--- src/rtl/seg7_pkg.sv ---
// Purpose: shared seven-segment glyph table, blank constant and decode helper.
// Latency: n/a (constants and a combinational function only).
// Backpressure: n/a.
// Contents: BLANK, GLYPH_TABLE[16] indexed by hex value, glyph_dec_t, seg7_decode().
package seg7_pkg;

  // Segment order is {g,f,e,d,c,b,a}, 1 = lit.
  localparam logic [6:0] BLANK = 7'h00;

  localparam logic [6:0] GLYPH_TABLE [16] = '{
    7'h3F, 7'h06, 7'h5B, 7'h4F, 7'h66, 7'h6D, 7'h7D, 7'h07,
    7'h7F, 7'h6F, 7'h77, 7'h7C, 7'h39, 7'h5E, 7'h79, 7'h71
  };

  typedef struct packed {
    logic       legal;
    logic [3:0] value;
  } glyph_dec_t;

  // Reverse lookup of the glyph table; legal=0 for blank and for any
  // pattern that is not one of the sixteen hex glyphs.
  function automatic glyph_dec_t seg7_decode(input logic [6:0] pat);
    glyph_dec_t d;
    d = '0;
    for (int i = 0; i < 16; i++) begin
      if (pat == GLYPH_TABLE[i]) begin
        d.legal = 1'b1;
        d.value = 4'(i);
      end
    end
    return d;
  endfunction

endpackage

--- src/rtl/seg7_fifo.sv ---
// Purpose: small synchronous FIFO holding decoded digits.
// Latency: a write is visible at the head one cycle after the write edge.
// Backpressure: head held until out_rdy; a write into a full buffer is
//   dropped (drop=1) unless a pop happens on the same edge.
// Ports: clk, reset (sync, active-high); in_vld/in_dat write side;
//   out_vld/out_rdy/out_dat read side; level occupancy; drop lost-write strobe.
module seg7_fifo #(
  parameter int DEPTH = 4,
  parameter int WIDTH = 4
) (
  input  logic                     clk,
  input  logic                     reset,
  input  logic                     in_vld,
  input  logic [WIDTH-1:0]         in_dat,
  output logic                     out_vld,
  input  logic                     out_rdy,
  output logic [WIDTH-1:0]         out_dat,
  output logic [$clog2(DEPTH):0]   level,
  output logic                     drop
);

  localparam int AW = $clog2(DEPTH);
  localparam logic [AW:0] FULL_LVL = (AW+1)'(DEPTH);

  logic [WIDTH-1:0] mem [DEPTH];
  logic [AW-1:0]    wr_ptr;
  logic [AW-1:0]    rd_ptr;
  logic             full;
  logic             pop;
  logic             wr;

  assign out_vld = (level != '0);
  assign full    = (level == FULL_LVL);
  assign pop     = out_vld && out_rdy;
  // When full, the slot being popped this edge is the one the write reuses.
  assign wr      = in_vld && (!full || pop);
  assign drop    = in_vld && full && !pop;
  // Head is read straight from storage so it is valid whenever out_vld is.
  assign out_dat = mem[rd_ptr];

  always_ff @(posedge clk) begin
    if (!reset && wr) begin
      mem[wr_ptr] <= in_dat;
    end
  end

  // DEPTH is a power of two, so pointers wrap by natural overflow.
  always_ff @(posedge clk) begin
    if (reset) begin
      wr_ptr <= '0;
      rd_ptr <= '0;
      level  <= '0;
    end else begin
      if (wr) begin
        wr_ptr <= wr_ptr + 1'b1;
      end
      if (pop) begin
        rd_ptr <= rd_ptr + 1'b1;
      end
      if (wr && !pop) begin
        level <= level + 1'b1;
      end else if (pop && !wr) begin
        level <= level - 1'b1;
      end
    end
  end

endmodule

--- src/rtl/seg7_capture.sv ---
// Purpose: sample an asynchronous 7-segment pattern, debounce it and queue decoded hex digits.
// Latency: a new pattern held steady before edge 0 appears on dig_valid after edge STABLE_CYCLES+3.
// Backpressure: digits wait in a FIFO_DEPTH buffer for dig_ready; when full they are dropped and overflow sticks.
// Ports: clk, reset (sync, active-high); seg_in {g,f,e,d,c,b,a}; dig_valid/dig_ready/dig_data
//   head-of-buffer handshake; fifo_level occupancy; err_count illegal-glyph count; overflow sticky drop flag.
module seg7_capture
  import seg7_pkg::*;
#(
  parameter int STABLE_CYCLES = 4,
  parameter int FIFO_DEPTH    = 4
) (
  input  logic                          clk,
  input  logic                          reset,
  input  logic [6:0]                    seg_in,
  input  logic                          dig_ready,
  output logic                          dig_valid,
  output logic [3:0]                    dig_data,
  output logic [$clog2(FIFO_DEPTH):0]   fifo_level,
  output logic [7:0]                    err_count,
  output logic                          overflow
);

  localparam logic [7:0] CNT_MAX = 8'(STABLE_CYCLES - 1);

  logic [6:0]  seg_s1;
  logic [6:0]  seg_s2;
  logic [6:0]  seg_prev;
  logic [6:0]  last_acc;
  logic [7:0]  stab_cnt;
  logic        push_vld;
  logic [3:0]  push_dat;
  logic        fifo_drop;
  logic        accept;
  glyph_dec_t  dec;

  assign dec = seg7_decode(seg_s2);

  // The saturated counter alone is not enough: on the cycle s2 changes the
  // counter still reflects the old pattern, so also require s2 to match its
  // previous value. Comparing with last_acc makes the event fire only once
  // per distinct stable pattern.
  assign accept = (stab_cnt == CNT_MAX) && (seg_s2 == seg_prev) && (seg_s2 != last_acc);

  always_ff @(posedge clk) begin
    if (reset) begin
      seg_s1    <= BLANK;
      seg_s2    <= BLANK;
      seg_prev  <= BLANK;
      last_acc  <= BLANK;
      stab_cnt  <= '0;
      push_vld  <= 1'b0;
      push_dat  <= '0;
      err_count <= '0;
      overflow  <= 1'b0;
    end else begin
      seg_s1   <= seg_in;
      seg_s2   <= seg_s1;
      seg_prev <= seg_s2;

      if (seg_s2 != seg_prev) begin
        stab_cnt <= '0;
      end else if (stab_cnt != CNT_MAX) begin
        stab_cnt <= stab_cnt + 1'b1;
      end

      // One register stage between the accept decision and the buffer write.
      push_vld <= accept && dec.legal;
      push_dat <= dec.value;

      if (accept) begin
        last_acc <= seg_s2;
        if (!dec.legal && (seg_s2 != BLANK) && (err_count != 8'hFF)) begin
          err_count <= err_count + 1'b1;
        end
      end

      if (fifo_drop) begin
        overflow <= 1'b1;
      end
    end
  end

  seg7_fifo #(
    .DEPTH (FIFO_DEPTH),
    .WIDTH (4)
  ) u_fifo (
    .clk     (clk),
    .reset   (reset),
    .in_vld  (push_vld),
    .in_dat  (push_dat),
    .out_vld (dig_valid),
    .out_rdy (dig_ready),
    .out_dat (dig_data),
    .level   (fifo_level),
    .drop    (fifo_drop)
  );

endmodule

--- config.mk ---
export PLATFORM = sky130hd
export DESIGN_NAME = seg7_capture
export DESIGN_NICKNAME = d
export VERILOG_FILES = /design/src/rtl/seg7_pkg.sv /design/src/rtl/seg7_fifo.sv /design/src/rtl/seg7_capture.sv
export SDC_FILE = /design/constraint.sdc
export NUM_CORES = 1
export LEC_CHECK = 0
export CAP_MARGIN = 20
export CORE_UTILIZATION = 54
export DETAILED_ROUTE_END_ITERATION = 10
export GPL_ROUTABILITY_DRIVEN = 0
export GPL_TIMING_DRIVEN = 0
export PLACE_DENSITY_LB_ADDON = 0.3
export SLEW_MARGIN = 0
export SYNTH_ARGS = -nofsm -noshare
export SYNTH_HDL_FRONTEND = slang
export SYNTH_SLANG_ARGS = --single-unit
--- constraint.sdc ---
create_clock -name clk -period 2.8 [get_ports clk]
set_input_delay 0.7 -clock clk [delete_from_list [all_inputs] [get_ports clk]]
set_output_delay 0.7 -clock clk [all_outputs]
set_load 0.005 [all_outputs]
* Yosys cells after proc, flatten, opt, wreduce, memory -nomap -nowiden
Memory sizes are Yosys's and may differ from the RTL's. A register that Yosys moved wholly into a read port is not among the register bits. Index checks and enable logic that the tools add are counted.
Word-level totals: memories 1, bits of input ports 10, RAM bits 16, output and inout port bits 17, word-level logic and storage cells 87, register bits 57
Memory list:
- u_fifo.mem | depth 4, width 4, rd ports 1, clocked after memory_dff 1, wr ports 1, line seg7_fifo.sv:25 | logic [WIDTH-1:0] mem [DEPTH];
Cells by class: equal/unequal tests 23, reduce and logical (&&, ||, !) cells 23, $add $sub $neg 6, multiplexer cells 22
Operators by type and width (number):
- == test 7 bit (second input constant) | 12
- 2-to-1 mux 5 bit | 16
- adder 8 x 1 -> 8 bit (second input constant) | 2
- == test 7 x 3 -> 1 bit (second input constant) | 2
- == test 7 x 6 -> 1 bit (second input constant) | 2
- inequality test 7 bit | 2
- logical AND 1 bit | 12
- == test 8 x 2 -> 1 bit (second input constant) | 1
- inequality test 8 x 2 -> 1 bit (second input constant) | 1
- inequality test 8 bit (second input constant) | 1
- == test 7 bit | 1
- nonzero test 7 bit | 1
- 2-to-1 mux 3 bit | 2
- logical NOT 1 bit | 5
- adder 2 x 1 -> 2 bit (second input constant) | 2
- 2-to-1 mux 2 bit | 2
- adder 3 x 1 -> 3 bit (second input constant) | 1
- == test 3 bit (second input constant) | 1
- nonzero test 3 bit | 1
- subtractor 3 x 1 -> 3 bit (second input constant) | 1
- 2-to-1 mux 1 bit | 2
- AND reduction 2 bit | 1
- nonzero test 2 bit | 1
- OR reduction 2 bit | 1
- logical OR 1 bit | 1

* Longest topological paths before layout
depth after elaboration 21, mapped depth 9, mapped depth without buffers 9

* By module
Synthesis repeated with hierarchy kept, for this count alone.
Unflattened totals: cell total of the unflattened synthesis 323, area, all modules 3400.8 um2
By module, submodules not included:
- seg7_capture | times used 1, area an instance 2333.5 um2, cells an instance 254, seq. area each 1001.0 um2
- seg7_fifo | times used 1, area an instance 1067.3 um2, cells an instance 69, seq. area each 660.6 um2

* Least setup slack after synthesis
No wires, ideal clock.
path kind register to register, start register stab_cnt[0], end register err_count[6], period minus slack after synthesis 2260 ps, data required time 2679 ps, arrival 2139 ps, library setup time 121 ps, path slack 540 ps, buffers on the path 1, stages on the path, launching flop included 8, path through dfxtp_1 > ha_1 > nor4b_1 > nand2_1 > or3_1 > buf_6 > nor4_1 > mux2_2
On the way: word-level cells in the longest chain between the ends 4
Ends and longest elaborated chain:
- start: declaration | line seg7_capture.sv:29 | logic [7:0] stab_cnt;
- start signal: assignment | line seg7_capture.sv:63 | stab_cnt <= stab_cnt + 1'b1;
- == test 8 x 2 -> 1 bit | line seg7_capture.sv:42 | assign accept = (stab_cnt == CNT_MAX) && (seg_s2 == seg_prev) && (seg_s2 != last_acc);
- logical AND 1 bit (2 in series) | line seg7_capture.sv:42
- AND reduction 2 bit (no source line)
- end signal: assignment | line seg7_capture.sv:73 | err_count <= err_count + 1'b1;
- end: declaration | line seg7_capture.sv:19 | output logic [7:0] err_count,
Every way passes these cells. A chain may end at the register's enable or synchronous reset.

* Worst setup path after layout
start input dig_ready, end register u_fifo.level[2]
On the way: word-level cells in the longest chain between the ends 6, elaborated cells between the ends (all ways) 9, classes of those cells mux: 1; reduce/logical: 8
Ends and longest elaborated chain:
- start: declaration | line seg7_capture.sv:15 | input logic dig_ready,
- logical AND 1 bit * | line seg7_fifo.sv:34 | assign pop = out_vld && out_rdy;
- logical OR 1 bit * | line seg7_fifo.sv:36 | assign wr = in_vld && (!full || pop);
- logical AND 1 bit * | line seg7_fifo.sv:36
- net u_fifo.wr | line seg7_fifo.sv:30 | logic wr;
- logical NOT 1 bit | line seg7_fifo.sv:62 | end else if (pop && !wr) begin
- logical AND 1 bit | line seg7_fifo.sv:62
- nonzero test 2 bit (no source line)
- end signal: assignment | line seg7_fifo.sv:61 | level <= level + 1'b1;
- end signal: assignment | line seg7_fifo.sv:63 | level <= level - 1'b1;
- end: declaration | line seg7_fifo.sv:18 | output logic [$clog2(DEPTH):0] level,
Mark *: on every way through the listed nets, which the timed path passes. The rest lies on a longest branch.

==> metrics.txt <==
status complete, no violations; core footprint 0.005675 sq mm; FFs w/ async S/R, synth 0%; max_slew headroom 60.80%; ANT cells 0; Port Buf Inserts 26; max-slew violation count 0; CP Max Fanout 4; area delta synth->final 17.65%; register area share after synthesis 50.75%; CTS root buffer clkbuf_8; clk sink count 75; fin crit share approximately 94%; Clock Skew 10.08 ps; Die X 79.87 um; Synth Area in Simple Gates 21.74%; All-Layer GR Usage 21.42%; final antenna-violating net count 0; PwrDens 655.7 mW/mm^2; final hold vios 0; routed vias between 2,000 and 2,500; crit path DAT 2900 ps; Synth Area in XOR/XNOR between 6 and 7%; cts repair resizes 0; Synth area leaders dfxtp_1 (36%), edfxtp_1 (15%), nor2b_1 (4.6%); IO Pins 27; Rows 27; area leader, netlist dfxtp_1; top-count cell post-synth dfxtp_1; Post-synth EDFFs 16; # Post-CTS Setup Buffers 0; Num CTS Buffers 9; Yosys cell types 48; clock latency on the worst-skew pair 350 ps; RSZ-0062 raised after global routing false; crit path capture type flop; initial DRC count 121; number of max-cap violations 0; CTS max path bufs 2; residual DRC count 0; Placed Cells 418; Worst Hold Class flop to flop; setup violators final 0; Syn Area/Cell 10.23 sq um; DR vias/cell 5.470; Reg clk slew, reported paths approximately 70 ps; Die Ht 79.87 um; CP required 3080 ps; grt ovf 0; fin cells 434; Yosys reg bits 75; largest net degree at the start of global routing 14; wire length of the first global-routing pass 10,150 um; Tmin final ~2600 ps; Post-Synth Adder-Cell Area 3.286%; TritonCTS clock tree done; CTS hold repair buffers 0; commonest cells in the netlist dfxtp_1 (59), nor2_1 (34), nor2b_1 (24), edfxtp_1 (16), xor2_1 (16); routed wire length 6140 um; wire per inst ~14 um; DP Area 0.003625 sq mm; worst slew pin tran 588.0 ps; peak supply drop 375.0 uV; mux share of post-synthesis cell area 6.878%; CP Class primary input to flop; Pleak between 0.001 and 0.0015 uW; largest family of logic cells by synthesized area simple AND/OR/NAND/NOR gates; CTS H-tree depth 3; layout cells sized above 1 10.77%; Mapped Nets 338; worst reg-to-reg setup slack roughly 240 ps; Gate Count Post-Synth 320; Syn Std Cell Area 0.003274 sq mm; Finished Cell Area ~0.0039 sq mm; vias in the first global route 2,244; startpoint types primary input; initial antenna violation count 0; overall power 2526 uW; Final #Nets 375; Initial Util 57.69%; yosys warns 0; post-synthesis compound-gate area fraction under 10%; DP HPWL 4355 um; DRT Pass-1 Iters 4; post-synth top area share 36.07%; ys flop type dfxtp_1; die footprint 0.006379 sq mm; fmax 0.3820 GHz
-- cells by family after synthesis --
kind of cell	count (synthesis)
simple gates	131
flops	75
compound gates	32
buf+inv	31
xor+xnor	26
mux	17
fa+ha+maj	8
-- sequential cells by signal (all words and copies together), names as in the netlist, 3 cells and up, named ones only --
| register | count |
|---|---|
| u_fifo.mem | 16 |
| err_count | 8 |
| stab_cnt | 8 |
| last_acc | 7 |
| seg_prev | 7 |
| seg_s1 | 7 |
| seg_s2 | 7 |
| push_dat | 4 |
| u_fifo.level | 3 |
-- per-stage QoR --
stage | TNS [ps] | hold WS (ps) | worst slack, ps | util (%)
after global routing | 0 | 463.6 | 3.351 | 67.88
after floorplan | 0 | 413.8 | 540.3 | -
after CTS | 0 | 443.2 | 187.6 | 67.88
final | 0 | 439.4 | 181.9 | 67.88
after detailed placement | -212.1 | 425.8 | -155.3 | 63.87
after global placement | -67.87 | 417.5 | -58.42 | 63.87
-- critical path, stage by stage --
cell and delay (ps):
clkdlybuf4s50_1 500, nor4b_1 70, nand2b_1 220, inv_1 100, ha_1 210, inv_1 70, fa_1 390, xor2_1 170
or3_1 330, a21oi_1 140
-- path summary, 6_finish.rpt --
check                      startpoint                      endpoint  cells past startpoint
max                         dig_ready  u_fifo.level[2]$_SDFFE_PP0P_                     10
min              seg_s1[1]$_SDFF_PP0_          seg_s2[1]$_SDFF_PP0_                      1
max reg2reg  stab_cnt[0]$_SDFFE_PP0N_     err_count[6]$_SDFFE_PP0P_                      7
min reg2reg      seg_s1[1]$_SDFF_PP0_          seg_s2[1]$_SDFF_PP0_                      1
-- cell type report --
| cell class | instances | area (sq um) |
|---|---|---|
| plain buffers | 20 | 103.9 |
| flip-flops and latches | 75 | 1662 |
| multi-input cells | 214 | 1468 |
| fillers | 448 | 1823 |
| clock buffers | 11 | 141.4 |
| clock inverters | 5 | 86.33 |
| repair buffers | 26 | 260.3 |
| inverters | 11 | 41.29 |
| well taps | 72 | 90.09 |
-- placed cells by master (no fill, tap or decap), types with 5 or more instances in the layout --
master	netlist	final
inv_1	11	11
nand3_1	15	15
nand4_1	5	5
nor2_1	34	34
nor2b_1	24	24
ha_1	7	7
buf_2	8	8
xor2_1	16	16
nand2_1	9	9
xnor2_1	10	10
clkbuf_1	6	7
edfxtp_1	16	16
nor3_1	6	6
clkbuf_8	0	10
dfxtp_1	59	59
and3_1	5	5
clkdlybuf4s50_1	0	26
nand2b_1	6	6
or3_1	5	5
a21oi_1	13	13
mux2i_1	9	9
nor4_1	6	6
o21ai_0	5	5
-- layer usage --
metal,share of wire [%],vias to the layer above,track usage [%]
met5,0,-,0
met4,2.1,0,10.00
met3,4.5,10,6.057
met2,48,61,34.87
met1,46,1122,26.09
li1,-,1181,-
-- power by group --
part	total [uW]	internal, uW	switching, uW
Sequential	1210	1150	57.2
Clock	926	531	395
Combinational	393	228	165
Total	2530	1910	618
Power figures use the tool's default switching activity.
